===== src/rtl/hazard_ctrl.sv =====
`default_nettype none
// ============================================================================
//  Module      : hazard_ctrl
//  Description : Pipeline control unit for a 5-stage MIPS core. Generates
//                the PC load enable, branch redirect select and the load
//                enable / bubble select pairs of the IF/ID, ID/EX, EX/ME and
//                ME/WB buffers. Handles post-reset priming, load-use stalls,
//                taken-branch flushes, memory wait stalls and halt, and keeps
//                saturating stall / flush event counters.
//
//  Ports       : clk, reset            clock, synchronous active-high reset
//                memBusy               data memory not ready this cycle
//                rsID, rtID            sources of the instruction leaving IF/ID
//                opEX, rdEX            opcode / destination leaving ID/EX
//                opME, zeroME          opcode / zero flag leaving EX/ME
//                opWB                  opcode leaving ME/WB
//                pcEn, redirect        PC load enable, branch target select
//                en*, bub*             buffer load enables / nop selects
//                halted                core stopped
//                stallCount,flushCount saturating event counters
//
//  Revision    : 1.0 - initial release
// ============================================================================
module hazard_ctrl #(
    parameter int                opWidth  = 6,
    parameter int                regWidth = 5,
    parameter int                cntWidth = 16,
    parameter logic [opWidth-1:0] LW      = 6'b100011,
    parameter logic [opWidth-1:0] BEQ     = 6'b000100,
    parameter logic [opWidth-1:0] HALT    = 6'b111111
) (
    input  logic                clk,
    input  logic                reset,
    input  logic                memBusy,
    input  logic [regWidth-1:0] rsID,
    input  logic [regWidth-1:0] rtID,
    input  logic [opWidth-1:0]  opEX,
    input  logic [regWidth-1:0] rdEX,
    input  logic [opWidth-1:0]  opME,
    input  logic                zeroME,
    input  logic [opWidth-1:0]  opWB,
    output logic                pcEn,
    output logic                redirect,
    output logic                enIFID,
    output logic                enIDEX,
    output logic                enEXME,
    output logic                enMEWB,
    output logic                bubIFID,
    output logic                bubIDEX,
    output logic                bubEXME,
    output logic                bubMEWB,
    output logic                halted,
    output logic [cntWidth-1:0] stallCount,
    output logic [cntWidth-1:0] flushCount
);

    typedef enum logic [1:0] {
        PRIME  = 2'd0,
        RUN    = 2'd1,
        HALTED = 2'd2
    } state_t;

    localparam logic [1:0]          PRIME_LOAD = 2'd3;
    localparam logic [cntWidth-1:0] CNT_ONE    = {{(cntWidth-1){1'b0}}, 1'b1};

    state_t              state_q, state_d;
    logic [1:0]          primeCnt_q, primeCnt_d;
    logic [cntWidth-1:0] stallCount_q, stallCount_d;
    logic [cntWidth-1:0] flushCount_q, flushCount_d;

    logic                isHalt;
    logic                branchTaken;
    logic                loadUse;
    logic                incStall;
    logic                incFlush;

    // Hazard detection on the raw pipeline taps.
    assign isHalt      = (opWB == HALT);
    assign branchTaken = (opME == BEQ) && zeroME;
    // r0 is hard-wired to zero, so a load into it can never be a true dependency.
    assign loadUse     = (opEX == LW) && (rdEX != '0) &&
                         ((rdEX == rsID) || (rdEX == rtID));

    // ------------------------------------------------------------------
    // Next-state and Mealy output logic
    // ------------------------------------------------------------------
    always_comb begin
        state_d    = state_q;
        primeCnt_d = primeCnt_q;
        incStall   = 1'b0;
        incFlush   = 1'b0;

        pcEn       = 1'b0;
        redirect   = 1'b0;
        enIFID     = 1'b0;
        enIDEX     = 1'b0;
        enEXME     = 1'b0;
        enMEWB     = 1'b0;
        bubIFID    = 1'b0;
        bubIDEX    = 1'b0;
        bubEXME    = 1'b0;
        bubMEWB    = 1'b0;
        halted     = 1'b0;

        if (reset) begin
            // While reset is asserted the pipeline is flushed exactly as in
            // PRIME, whatever state the FSM happens to be in.
            {enIFID, enIDEX, enEXME, enMEWB}     = 4'b1111;
            {bubIFID, bubIDEX, bubEXME, bubMEWB} = 4'b1111;
        end else begin
            unique case (state_q)
                PRIME: begin
                    // Buffers have no reset: push nops through every stage
                    // until the pipeline holds only known-clean content.
                    {enIFID, enIDEX, enEXME, enMEWB}     = 4'b1111;
                    {bubIFID, bubIDEX, bubEXME, bubMEWB} = 4'b1111;
                    primeCnt_d = primeCnt_q - 2'd1;
                    if (primeCnt_q == 2'd0) begin
                        state_d = RUN;
                    end
                end

                RUN: begin
                    if (isHalt) begin
                        // Everything frozen; the halting instruction's
                        // writeback still completes this cycle.
                        state_d = HALTED;
                    end else if (memBusy) begin
                        // Full hold. A pending branch in EX/ME is kept and
                        // re-evaluated once memory is ready.
                        incStall = 1'b1;
                    end else if (branchTaken) begin
                        // Squash the three younger instructions; the branch
                        // itself moves on into ME/WB.
                        pcEn     = 1'b1;
                        redirect = 1'b1;
                        {enIFID, enIDEX, enEXME, enMEWB}     = 4'b1111;
                        {bubIFID, bubIDEX, bubEXME, bubMEWB} = 4'b1110;
                        incFlush = 1'b1;
                    end else if (loadUse) begin
                        // Hold PC and IF/ID one cycle, insert a nop into EX.
                        // Next cycle opEX is that nop, so no extra state.
                        {enIFID, enIDEX, enEXME, enMEWB}     = 4'b0111;
                        {bubIFID, bubIDEX, bubEXME, bubMEWB} = 4'b0100;
                        incStall = 1'b1;
                    end else begin
                        pcEn = 1'b1;
                        {enIFID, enIDEX, enEXME, enMEWB} = 4'b1111;
                    end
                end

                HALTED: begin
                    halted = 1'b1;
                end

                default: begin
                    // Unreachable encoding: recover by re-priming.
                    state_d    = PRIME;
                    primeCnt_d = PRIME_LOAD;
                end
            endcase
        end
    end

    // Saturating counter updates.
    always_comb begin
        stallCount_d = stallCount_q;
        flushCount_d = flushCount_q;
        if (incStall && !(&stallCount_q)) begin
            stallCount_d = stallCount_q + CNT_ONE;
        end
        if (incFlush && !(&flushCount_q)) begin
            flushCount_d = flushCount_q + CNT_ONE;
        end
    end

    // ------------------------------------------------------------------
    // State registers
    // ------------------------------------------------------------------
    always_ff @(posedge clk) begin
        if (reset) begin
            state_q      <= PRIME;
            primeCnt_q   <= PRIME_LOAD;
            stallCount_q <= '0;
            flushCount_q <= '0;
        end else begin
            state_q      <= state_d;
            primeCnt_q   <= primeCnt_d;
            stallCount_q <= stallCount_d;
            flushCount_q <= flushCount_d;
        end
    end

    assign stallCount = stallCount_q;
    assign flushCount = flushCount_q;

endmodule
`default_nettype wire


===== config.mk =====
export PLATFORM = sky130hd
export DESIGN_NAME = hazard_ctrl
export DESIGN_NICKNAME = d
export VERILOG_FILES = /design/src/rtl/hazard_ctrl.sv
export SDC_FILE = /design/constraint.sdc
export NUM_CORES = 1
export LEC_CHECK = 0
export ABC_CLOCK_PERIOD_IN_PS = 2200
export BUFFER_PORTS_ARGS = -buffer_cell sky130_fd_sc_hd__buf_2
export CORE_MARGIN = 5
export CORE_UTILIZATION = 50
export DETAILED_ROUTE_END_ITERATION = 6
export HOLD_SLACK_MARGIN = 0.15
export PLACE_DENSITY = 0.84
export SLEW_MARGIN = 20
export SYNTH_ARGS = -nofsm -noshare
export SYNTH_HDL_FRONTEND = slang
export SYNTH_SLANG_ARGS = --single-unit

===== constraint.sdc =====
create_clock -name clk -period 2.2 [get_ports clk]
set_input_delay 0.22 -clock clk [delete_from_list [all_inputs] [get_ports clk]]
set_output_delay 0.22 -clock clk [all_outputs]
set_load 0.01 [all_outputs]

## Word level (Yosys, flattened, before mapping)

Cells that the tools add are included.

| word-level totals | value |
|---|---|
| input port bits | 37 |
| output and inout bits | 43 |
| flip-flop bits (word level) | 36 |
| word-level logic and storage cells | 70 |

| operators by class | value |
|---|---|
| equality and inequality tests | 9 |
| $add $sub $neg | 3 |
| bitwise gates (word level) | 1 |
| mux-type cells | 38 |
| reduce and logical (&&, ||, !) cells | 15 |

Operator list:

| operator | count |
|---|---|
| 16-bit by 1-bit adder with 16-bit output (second input constant) | 2 |
| 16-bit AND reduction | 2 |
| 1-bit two-way mux | 30 |
| 6-bit equality test (second input constant) | 2 |
| 5-bit equality test | 2 |
| 1-bit case mux with 2 select lines | 4 |
| 6-bit by 3-bit equality test with 1-bit output (second input constant) | 1 |
| 2-bit case mux with 3 select lines | 1 |
| 1-bit logical AND | 5 |
| 5-bit nonzero test | 1 |
| 2-bit zero test | 2 |
| 2-bit two-way mux | 2 |
| 2-bit inequality test (second input constant) | 2 |
| 2-bit case mux with 2 select lines | 1 |
| 3-bit AND reduction | 1 |
| 2-bit by 1-bit equality test with 1-bit output (second input constant) | 1 |
| 2-bit equality test (second input constant) | 1 |
| 1-bit zero test | 2 |
| 2-bit OR reduction | 1 |
| 2-bit by 1-bit subtractor with 2-bit output (second input constant) | 1 |
| 1-bit logical OR | 1 |
| 1-bit NOT | 1 |

## Depth between registers and ports, before layout

Gate-level depths: netlist (run 1).

| depth | value |
|---|---|
| depth in word-level cells | 10 |
| gate-level depth with buffers | 8 |

## Worst setup path before layout (run 1)

No wires, ideal clock.

| timing | value |
|---|---|
| path kind | flip-flop to flip-flop |
| from | register stallCount_q[0], in the netlist stallCount[0] |
| to | register stallCount_q[13], in the netlist stallCount[13] |
| path slack | 0.238 ns |
| data required time | 2.079 ns |
| stages on the path, launching flop included | 9 |
| setup time | 0.121 ns |
| data arrival time | 1.840 ns |
| cell sequence | dfxtp_1 -> ha_1 -> nand4_1 -> or4_1 -> buf_6 -> nand2_4 -> or3_2 -> nor3_2 -> mux2_4 |

| on the way | value |
|---|---|
| longest elaborated chain between the ends | 3 |
| elaborated cells on any way between the ends | 4 |
| those cells by class | add/sub (1); reduce/logical (3) |

RTL lines:

| item | line | RTL |
|---|---|---|
| start, declared | 68 | `logic [cntWidth-1:0] stallCount_q, stallCount_d;` |
| start signal, assigned | 189 | `stallCount_q <= stallCount_d;` |
| parallel branches: the longest is 3 deep, another holds 16-bit by 1-bit adder with 16-bit output | -- |  |

Several ways; the timed one is not identified.
A chain may end at the register's enable or synchronous reset.

## Worst setup path after layout (run 1)

| timing | value |
|---|---|
| from | register stallCount_q[0], in the netlist stallCount[0] |
| to | register stallCount_q[15], in the netlist stallCount[15] |

Same word-level chain as after synthesis.

==> results of run 1 <==
-- power breakdown --
part	total (µW)	internal [µW]	switching, µW
logic	238	105	132
clock network	485	250	235
registers	677	668	8.69
total	1400	1020	376
-- sequential cells by signal (all words and copies together) (netlist names) --
name and count:
flushCount 16, primeCnt_q 2, stallCount 16, state_q 2
-- cell families (layout without fill, tap and decap cells) --
logic type      after synthesis  count (layout)
xor+xnor                     21              21
compound gates               49              49
simple gates                120             120
flops                        36              36
fa+ha+maj                     6               6
mux                           5               5
buf+inv                      29             110
-- layout make-up --
type	count	share of cell area (%)
timing repair buffer	86	16.37
clock inverter	2	0.3658
inverter	16	2.195
tap	52	2.378
multi-input combinational	201	49.34
clock buffer	6	3.018
sequential	36	26.34
-- cell usage after synthesis, types with 7 or more instances --
| cell type | number |
|---|---|
| nand2_1 | 19 |
| dfxtp_1 | 36 |
| nand3_1 | 14 |
| o31ai_1 | 8 |
| a21oi_1 | 15 |
| inv_1 | 15 |
| xnor2_1 | 19 |
| nor2b_1 | 8 |
| or4_1 | 8 |
| o21ai_0 | 10 |
| nor3_1 | 12 |
| nand4_1 | 9 |
| nor2_1 | 24 |
| or3_1 | 7 |
-- worst paths after layout --
| check | startpoint | end | slack, ns | cells past startpoint |
|---|---|---|---|---|
| max | stallCount[0] | stallCount[15] | 0.12 | 7 |
| min | reset | flushCount[15] | 0.32 | 2 |
| max reg2reg | stallCount[0] | stallCount[15] | 0.12 | 7 |
| min reg2reg | primeCnt_q[1] | primeCnt_q[1] | 0.48 | 2 |
-- metrics by stage --
| stage | std cells | total power (µW) |
|---|---|---|
| global route | 399 | 1475 |
| detailed placement | 391 | 925.4 |
| floorplan | 266 | 846.6 |
| finish | 399 | 1399 |
| CTS | 399 | 1408 |
| global placement | 391 | 917.9 |
-- repair_timing --
action	4_1_cts	5_1_grt
gates resized for setup	0	3
setup endpoints to repair	0	7
hold buffers	0	0
hold endpoints to repair	0	0
-- metal layers --
metal	GRT usage [%]	wire length (µm)
met5	0	0
met4	4.371	42
met3	5.792	404
met2	33.05	2713
met1	22.63	2370
==> results.toml, run 1 <==
[run]
maxCapViolCount = 0

[logic_synthesis]
synth_async_sr_flop_share_pct = 0
synth-compound-area-share_pct = 15.30
synthAdderAreaFrac_pct = 3.399
synthMuxAreaShare_pct = 2.663
synthXorXnorAreaFrac_pct = 8.329
synthCells = 266
synth_area_leaders = "dfxtp_1 (33%), xnor2_1 (7.5%), nor2_1 (4.1%), a21oi_1 (3.4%), ha_1 (3.4%)"
avgSynthCellArea_um2 = 8.302
synth_top_area_share_pct = 32.63
synth_edf_count = 0
ys.flop_type = "dfxtp_1"
synth_top_family_by_area = "simple AND/OR/NAND/NOR gates"
post_synth_num_cell_types = 51
yosys_warnings = 0
synth.cell_area_um2 = 2208
synth-simple-area-share_pct = 30.76
synth_top_area_cell = "dfxtp_1"
ys_seq_area_share_pct = 32.63
ys_ff_latch = 36
synth_nets = 309

[clock_tree]
cts-root-buf = "clkbuf_8"
clk_pin_slew_ns = 0.08
cts_buffers = 5
cts_sinks = 36
clock_latency_ns = 0.29
cts_buffer_depth = 2
post-cts-setup-buffers = 0
htreeDepth = 2
cts_tree = "yes"

[detailed_routing]
ant_nets = 0
post_drt_wl_per_cell_um = 13.86
firstDrtPassIters = 4
drc = 0
drt_iter0_drc = 120
vias = 2241
wl_um = 5530
post_drt_via_cell_ratio = 5.617

[sta]
rsz0062_at_grt = "false"
tightestPinTransition_ns = 0.5235
min_period_ns = 2.080
fmax_mhz = 480.9
slew_viol_final = 0
finalCritPeriodShare_pct = 94.53
hold_ws_ns = 0.3173
final-setup-viol-count = 0
fin_setup_tns_ns = 0
finClkSkew_ns = 0.01005
finalHoldViolCount = 0
timing.final.ws_setup_ns = 0.1204
relSlewSlack_pct = 64.93

[placed_design]
place_area_um2 = 2629
gp_congestion = 0.8334
io_buffer_count = 79
place_hpwl_um = 4280
dp_slack_ns = 0.1286

[layout]
nets = 389
final_cell_mix = "buf_2 (79), dfxtp_1 (36), nor2_1 (24)"
diodes = 0
fill_cells = 366
final_cell_area_um2 = 2736
multiInputGateArea_um2 = 1350
fin_util_pct = 63.28
drive_gt1_share_pct = 33.43
ff_latch_area_um2 = 720.7
final_common_cell = "buf_2"
area_delta_synth_final_pct = 23.91

[floorplan]
die_x_um = 76.46
die_h_um = 76.46
core_region_area_um2 = 4324
die_area_um2 = 5846
io_pins = 80
start_util_pct = 51.07
rows = 24

[worst_setup_path]
path_max_fanout = 7
cp.buffers_inverters = 0
cp-start-kind = "flop"
path_delay_family = "simple AND/OR/NAND/NOR gates"
crit_top_cell = "or4_1"
critPathMaxStageDelay_ns = 0.40
critPathCaptureType = "flop"
worstSetupPathType = "flop to flop"
cp_cell_sequence = "ha_1 -> nand4_1 -> or4_1 -> nand2_4 -> or3_1 -> or4_1 -> a21oi_1"
required_ns = 2.41
crit_slowest_cell = "or4_1"
crit_arrival_ns = 2.29

[power]
power.density_nw_per_um2 = 511.2
ir_drop_v = 0.0002666
leakagePower_uw = 0.001055

[status]
status = "complete, no violations"

[global_routing]
grt_usage_pct = 18.95
gr-total-overflow = 0
first_global_vias = 2220
antenna_found_initial = 0
grt_pass1_wl_um = 9611
grt_max_degree = 22

[hold_path]
hp-class = "primary input to flop"
Note: power is estimated with default switching activity, not from simulation.
==> run 2, diff against run 1 <==
--- a/config.mk
+++ b/config.mk
@@ -6,12 +6,13 @@
 export NUM_CORES = 1
 export LEC_CHECK = 0
 export ABC_CLOCK_PERIOD_IN_PS = 2200
-export BUFFER_PORTS_ARGS = -buffer_cell sky130_fd_sc_hd__buf_2
 export CORE_MARGIN = 5
-export CORE_UTILIZATION = 50
+export CORE_UTILIZATION = 41
 export DETAILED_ROUTE_END_ITERATION = 6
+export DONT_BUFFER_PORTS = 1
+export GPL_TIMING_DRIVEN = 0
 export HOLD_SLACK_MARGIN = 0.15
-export PLACE_DENSITY = 0.84
+export PLACE_DENSITY = 0.58
 export SLEW_MARGIN = 20
 export SYNTH_ARGS = -nofsm -noshare
 export SYNTH_HDL_FRONTEND = slang
==> results.toml, run 2 (same netlist as run 1, synthesis figures left out) <==
[layout]
fin_util_pct = 46.69
final_cell_area_um2 = 2415
fill_cells = 516
diodes = 0
nets = 317
final_common_cell = "dfxtp_1"
fin_cells = 345
final_cell_mix = "dfxtp_1 (36), nor2_1 (24), nand2_1 (19), xnor2_1 (19)"
area_delta_synth_final_pct = 9.349
drive_gt1_share_pct = 15.27

[sta]
tightestPinTransition_ns = 0.6199
finClkSkew_ns = 0.004244
slew_viol_final = 0
finalCritPeriodShare_pct = 94.42
finalHoldViolCount = 0
fmax_mhz = 481.4
final-setup-viol-count = 0
relSlewSlack_pct = 58.35
min_period_ns = 2.077

[floorplan]
io_pins = 80
die_x_um = 83.39
die_area_um2 = 6954
rows = 26
start_util_pct = 42.69
core_region_area_um2 = 5172
die_h_um = 83.39

[clock_tree]
cts-hold-fix-buffers = 0
cts_buffers = 5
cts-root-buf = "clkbuf_8"
clock_latency_ns = 0.28
clk_pin_slew_ns = 0.08
cts_tree = "yes"
cts_buffer_depth = 2
cts_sinks = 36
htreeDepth = 2

[detailed_routing]
ant_nets = 0
drc = 0
vias = 1926
firstDrtPassIters = 4
wl_um = 5350
post_drt_via_cell_ratio = 5.583
post_drt_wl_per_cell_um = 15.51
drt_iter0_drc = 83

[worst_setup_path]
cp-start-kind = "flop"
rr_worst_depth = 8
worstSetupStartpoint = "stallCount[0]"
crit_arrival_ns = 2.25
worstSetupPathType = "flop to flop"
r2r_start = "stallCount[0]"
critPathCaptureType = "flop"
path_max_fanout = 7
required_ns = 2.38

[global_routing]
grt_max_degree = 12
gr-total-overflow = 0
antenna_found_initial = 0
first_global_vias = 1798
grt_usage_pct = 15.18
grt_pass1_wl_um = 8818

[power]
p_total_uw = 1362
power.density_nw_per_um2 = 564.2
leakagePower_uw = 0.0007021
ir_drop_v = 0.0002579

[status]
status = "complete, no violations"

[run]
maxCapViolCount = 0

[hold_path]
min_from = "reset"
hold-path-cell-count = 2
hp-class = "primary input to flop"

[placed_design]
place_area_um2 = 2296
dp_cells = 336
io_buffer_count = 0
place_hpwl_um = 4046
gp_congestion = 0.8260
run 2: changes by cell type in the layout (fill, tap and decap cells not counted), moves of 3 or more:
cell / before / now
buf_4: 7 / 4
clkbuf_1: 0 / 3
buf_6: 0 / 4
buf_2: 79 / 2
run 2: through the flow:
step	hold slack (ns)	TNS [ns]	setup slack, ns
2_1_floorplan	0.4248	0	0.2384
3_3_place_gp	0.4596	0	0.09814
3_5_place_dp	0.4742	0	0.08725
4_1_cts	0.2362	0	0.07283
5_1_grt	0.2694	-0.003675	-0.003675
6_report	0.2404	0	0.1228
run 2: path summary, 6_finish.rpt:
kind	endpoint	slack (ns)
max	stallCount[13]	0.12
min	primeCnt_q[1]	0.24
max reg2reg	stallCount[13]	0.12
min reg2reg	primeCnt_q[1]	0.49
run 2: critical path, stage by stage, from the launching register on:
cell	delay (ns)
dfxtp_1	0.48
ha_2	0.27
nand4_1	0.10
or4_1	0.43
buf_6	0.16
nand2_4	0.08
or3_2	0.13
nor3_2	0.04
mux2_4	0.29
run 2: power by group:
part,leakage [µW],internal (µW),switching (µW)
Sequential,0.000290,668,10.1
Clock,0.0000510,250,244
Combinational,0.000361,79.0,111
Total,0.000702,997,365
run 2: area by class of cell:
| class | instances | area, µm² | share of cell area (%) |
|---|---|---|---|
| Timing Repair Buffer | 1 | 7.507 | 0.3109 |
| Buffer | 13 | 92.59 | 3.834 |
| Clock inverter | 2 | 10.01 | 0.4145 |
| Sequential cell | 36 | 720.7 | 29.84 |
| Clock buffer | 6 | 82.58 | 3.420 |
| Inverter | 16 | 60.06 | 2.487 |
| Multi-Input combinational cell | 201 | 1354 | 56.06 |
| Tap cell | 70 | 87.58 | 3.627 |
run 2: metal layers:
layer / GRT usage (%) / share of wire (%) / up-vias
li1: - / - / 975
met1: 19.11 / 42 / 856
met2: 24.20 / 46 / 90
met3: 6.040 / 11 / 5
met4: 3.715 / 0.73 / 0
met5: 0 / 0 / -
run 2: timing repair:
action / in CTS / in global routing
resized for setup: 0 / 5
endpoints found under the setup margin: 0 / 12
setup buffers: 0 / 1
endpoints found under the hold margin: 0 / 0
==> run 3, diff against run 2 <==
--- a/config.mk
+++ b/config.mk
@@ -6,13 +6,15 @@
 export NUM_CORES = 1
 export LEC_CHECK = 0
 export ABC_CLOCK_PERIOD_IN_PS = 2200
+export CELL_PAD_IN_SITES_DETAIL_PLACEMENT = 1
+export CELL_PAD_IN_SITES_GLOBAL_PLACEMENT = 1
 export CORE_MARGIN = 5
 export CORE_UTILIZATION = 41
 export DETAILED_ROUTE_END_ITERATION = 6
 export DONT_BUFFER_PORTS = 1
 export GPL_TIMING_DRIVEN = 0
 export HOLD_SLACK_MARGIN = 0.15
-export PLACE_DENSITY = 0.58
+export PLACE_DENSITY = 0.76
 export SLEW_MARGIN = 20
 export SYNTH_ARGS = -nofsm -noshare
 export SYNTH_HDL_FRONTEND = slang
==> results.toml, run 3 (same netlist as run 1, synthesis figures left out) <==
[placed_design]
place_hpwl_um = 4643
gp_congestion = 0.7819
io_buffer_count = 0
dp_cells = 336

[power]
power.internal_uw = 1005
p_sw_share_pct = 27.14
ir_drop_v = 0.0003079
p_seq_share_pct = 49.2
comb_power_share_pct = 14.1
clockPowerShare_pct = 36.7
p_switching_uw = 374.3
power.density_nw_per_um2 = 571.3
leakagePower_uw = 0.0007042

[layout]
final_common_cell = "dfxtp_1"
fin_util_pct = 46.66
diodes = 0
fin_cells = 346
final_cell_mix = "dfxtp_1 (35), nor2_1 (24), nand2_1 (19), xnor2_1 (19)"
multiInputGateArea_um2 = 1346
fill_cells = 626
area_delta_synth_final_pct = 9.292
ff_latch_area_um2 = 721.9
drive_gt1_share_pct = 14.49
nets = 318

[sta]
tightestPinTransition_ns = 0.6170
slew_viol_final = 0
finalHoldViolCount = 0
fmax_mhz = 477.2
finalCritPeriodShare_pct = 95.25
relSlewSlack_pct = 58.55
min_period_ns = 2.096
finClkSkew_ns = 0.006768
rsz0062_at_grt = "true"
final-setup-viol-count = 0

[floorplan]
die_area_um2 = 6954
die_h_um = 83.39
die_x_um = 83.39
rows = 26
io_pins = 80
core_region_area_um2 = 5172
start_util_pct = 42.69

[detailed_routing]
ant_nets = 0
firstDrtPassIters = 4
post_drt_wl_per_cell_um = 17.57
drt_iter0_drc = 63
post_drt_via_cell_ratio = 5.815
vias = 2012
wl_um = 6079
drc = 0

[clock_tree]
cts-root-buf = "clkbuf_8"
htreeDepth = 2
clk_pin_slew_ns = 0.08
clock_latency_ns = 0.29
cts-hold-fix-buffers = 0
cts_tree = "yes"
cts_buffer_depth = 2
cts_sinks = 36
cts_buffers = 5

[global_routing]
grt_max_degree = 11
antenna_found_initial = 0
first_global_vias = 2116
grt_usage_pct = 17.67
gr-total-overflow = 0
grt_pass1_wl_um = 10280

[worst_setup_path]
path_max_fanout = 7
required_ns = 2.43
worstSetupPathType = "flop to flop"
critPathCaptureType = "flop"
cp-start-kind = "flop"
crit_arrival_ns = 2.32

[run]
maxCapViolCount = 0

[hold_path]
hp-class = "primary input to flop"

[status]
status = "complete, no violations"
-- run 3: cell count changes in the layout (fill, tap and decap cells not counted) --
| cell | delta |
|---|---|
| buf_4 | +1 |
| ha_2 | -1 |
| clkbuf_1 | +2 |
| clkinv_2 | -2 |
| nand3_2 | -1 |
| dfxtp_1 | -1 |
| ha_1 | +1 |
| dfxtp_2 | +1 |
| nand3_1 | +1 |
-- run 3: layer usage --
metal,routed length (µm),GRT usage (%),part of all wire [%]
met1,2538,19.40,42
met2,2981,30.90,49
met3,478,7.129,7.9
met4,80,5.646,1.3
met5,0,0,0
-- run 3: path summary, 6_finish.rpt --
| path | startpoint | to | slack [ns] | depth (start not counted) |
|---|---|---|---|---|
| worst min register to register | primeCnt_q[1] | primeCnt_q[1] | 0.49 | 2 |
| worst max register to register | stallCount[0] | stallCount[15] | 0.10 | 8 |
| worst max-delay path | stallCount[0] | stallCount[15] | 0.10 | 8 |
| worst min-delay path | reset | primeCnt_q[1] | 0.22 | 2 |
-- run 3: worst max-delay path, stage by stage, from the launching register on --
cell     delay (ns)
dfxtp_1        0.39
ha_1           0.28
nand4_1        0.09
or4_1          0.12
buf_6          0.13
nand2_4        0.07
or3_1          0.40
or4_1          0.40
a21oi_1        0.15
-- run 3: layout make-up --
type	instances	area share (%)
Clock buffer	8	3.733
Multi-Input combinational cell	201	55.78
Timing Repair Buffer	2	0.6221
Buffer	13	3.836
Sequential cell	36	29.91
Tap cell	70	3.629
Inverter	16	2.488
-- run 3: repair_timing --
action | 4_1_cts | 5_1_grt
resized for setup | 0 | 4
setup buffers | 0 | 2
endpoints found under the setup margin | 0 | 11
-- run 3: power by group through the flow --
stage                     combinational (µW)  sequential (µW)  clock, µW
final                                    194              678        507
after global routing                     217              680        547
after CTS                                194              678        526
after detailed placement                 193              693          0
after global placement                   189              692          0
after floorplan                          156              690          0
-- run 3: through the flow --
stage | TNS [ns] | hold WS (ns) | area (µm²) | worst slack, ns | power, µW
finish | 0 | 0.2210 | 2414 | 0.1045 | 1379
detailed placement | 0 | 0.4745 | 2296 | 0.09815 | 886.5
global placement | 0 | 0.4568 | 2296 | 0.09995 | 880.7
floorplan | 0 | 0.4248 | 2208 | 0.2384 | 846.6
global route | -0.01717 | 0.2137 | 2414 | -0.01284 | 1443
CTS | 0 | 0.2165 | 2386 | 0.05076 | 1397
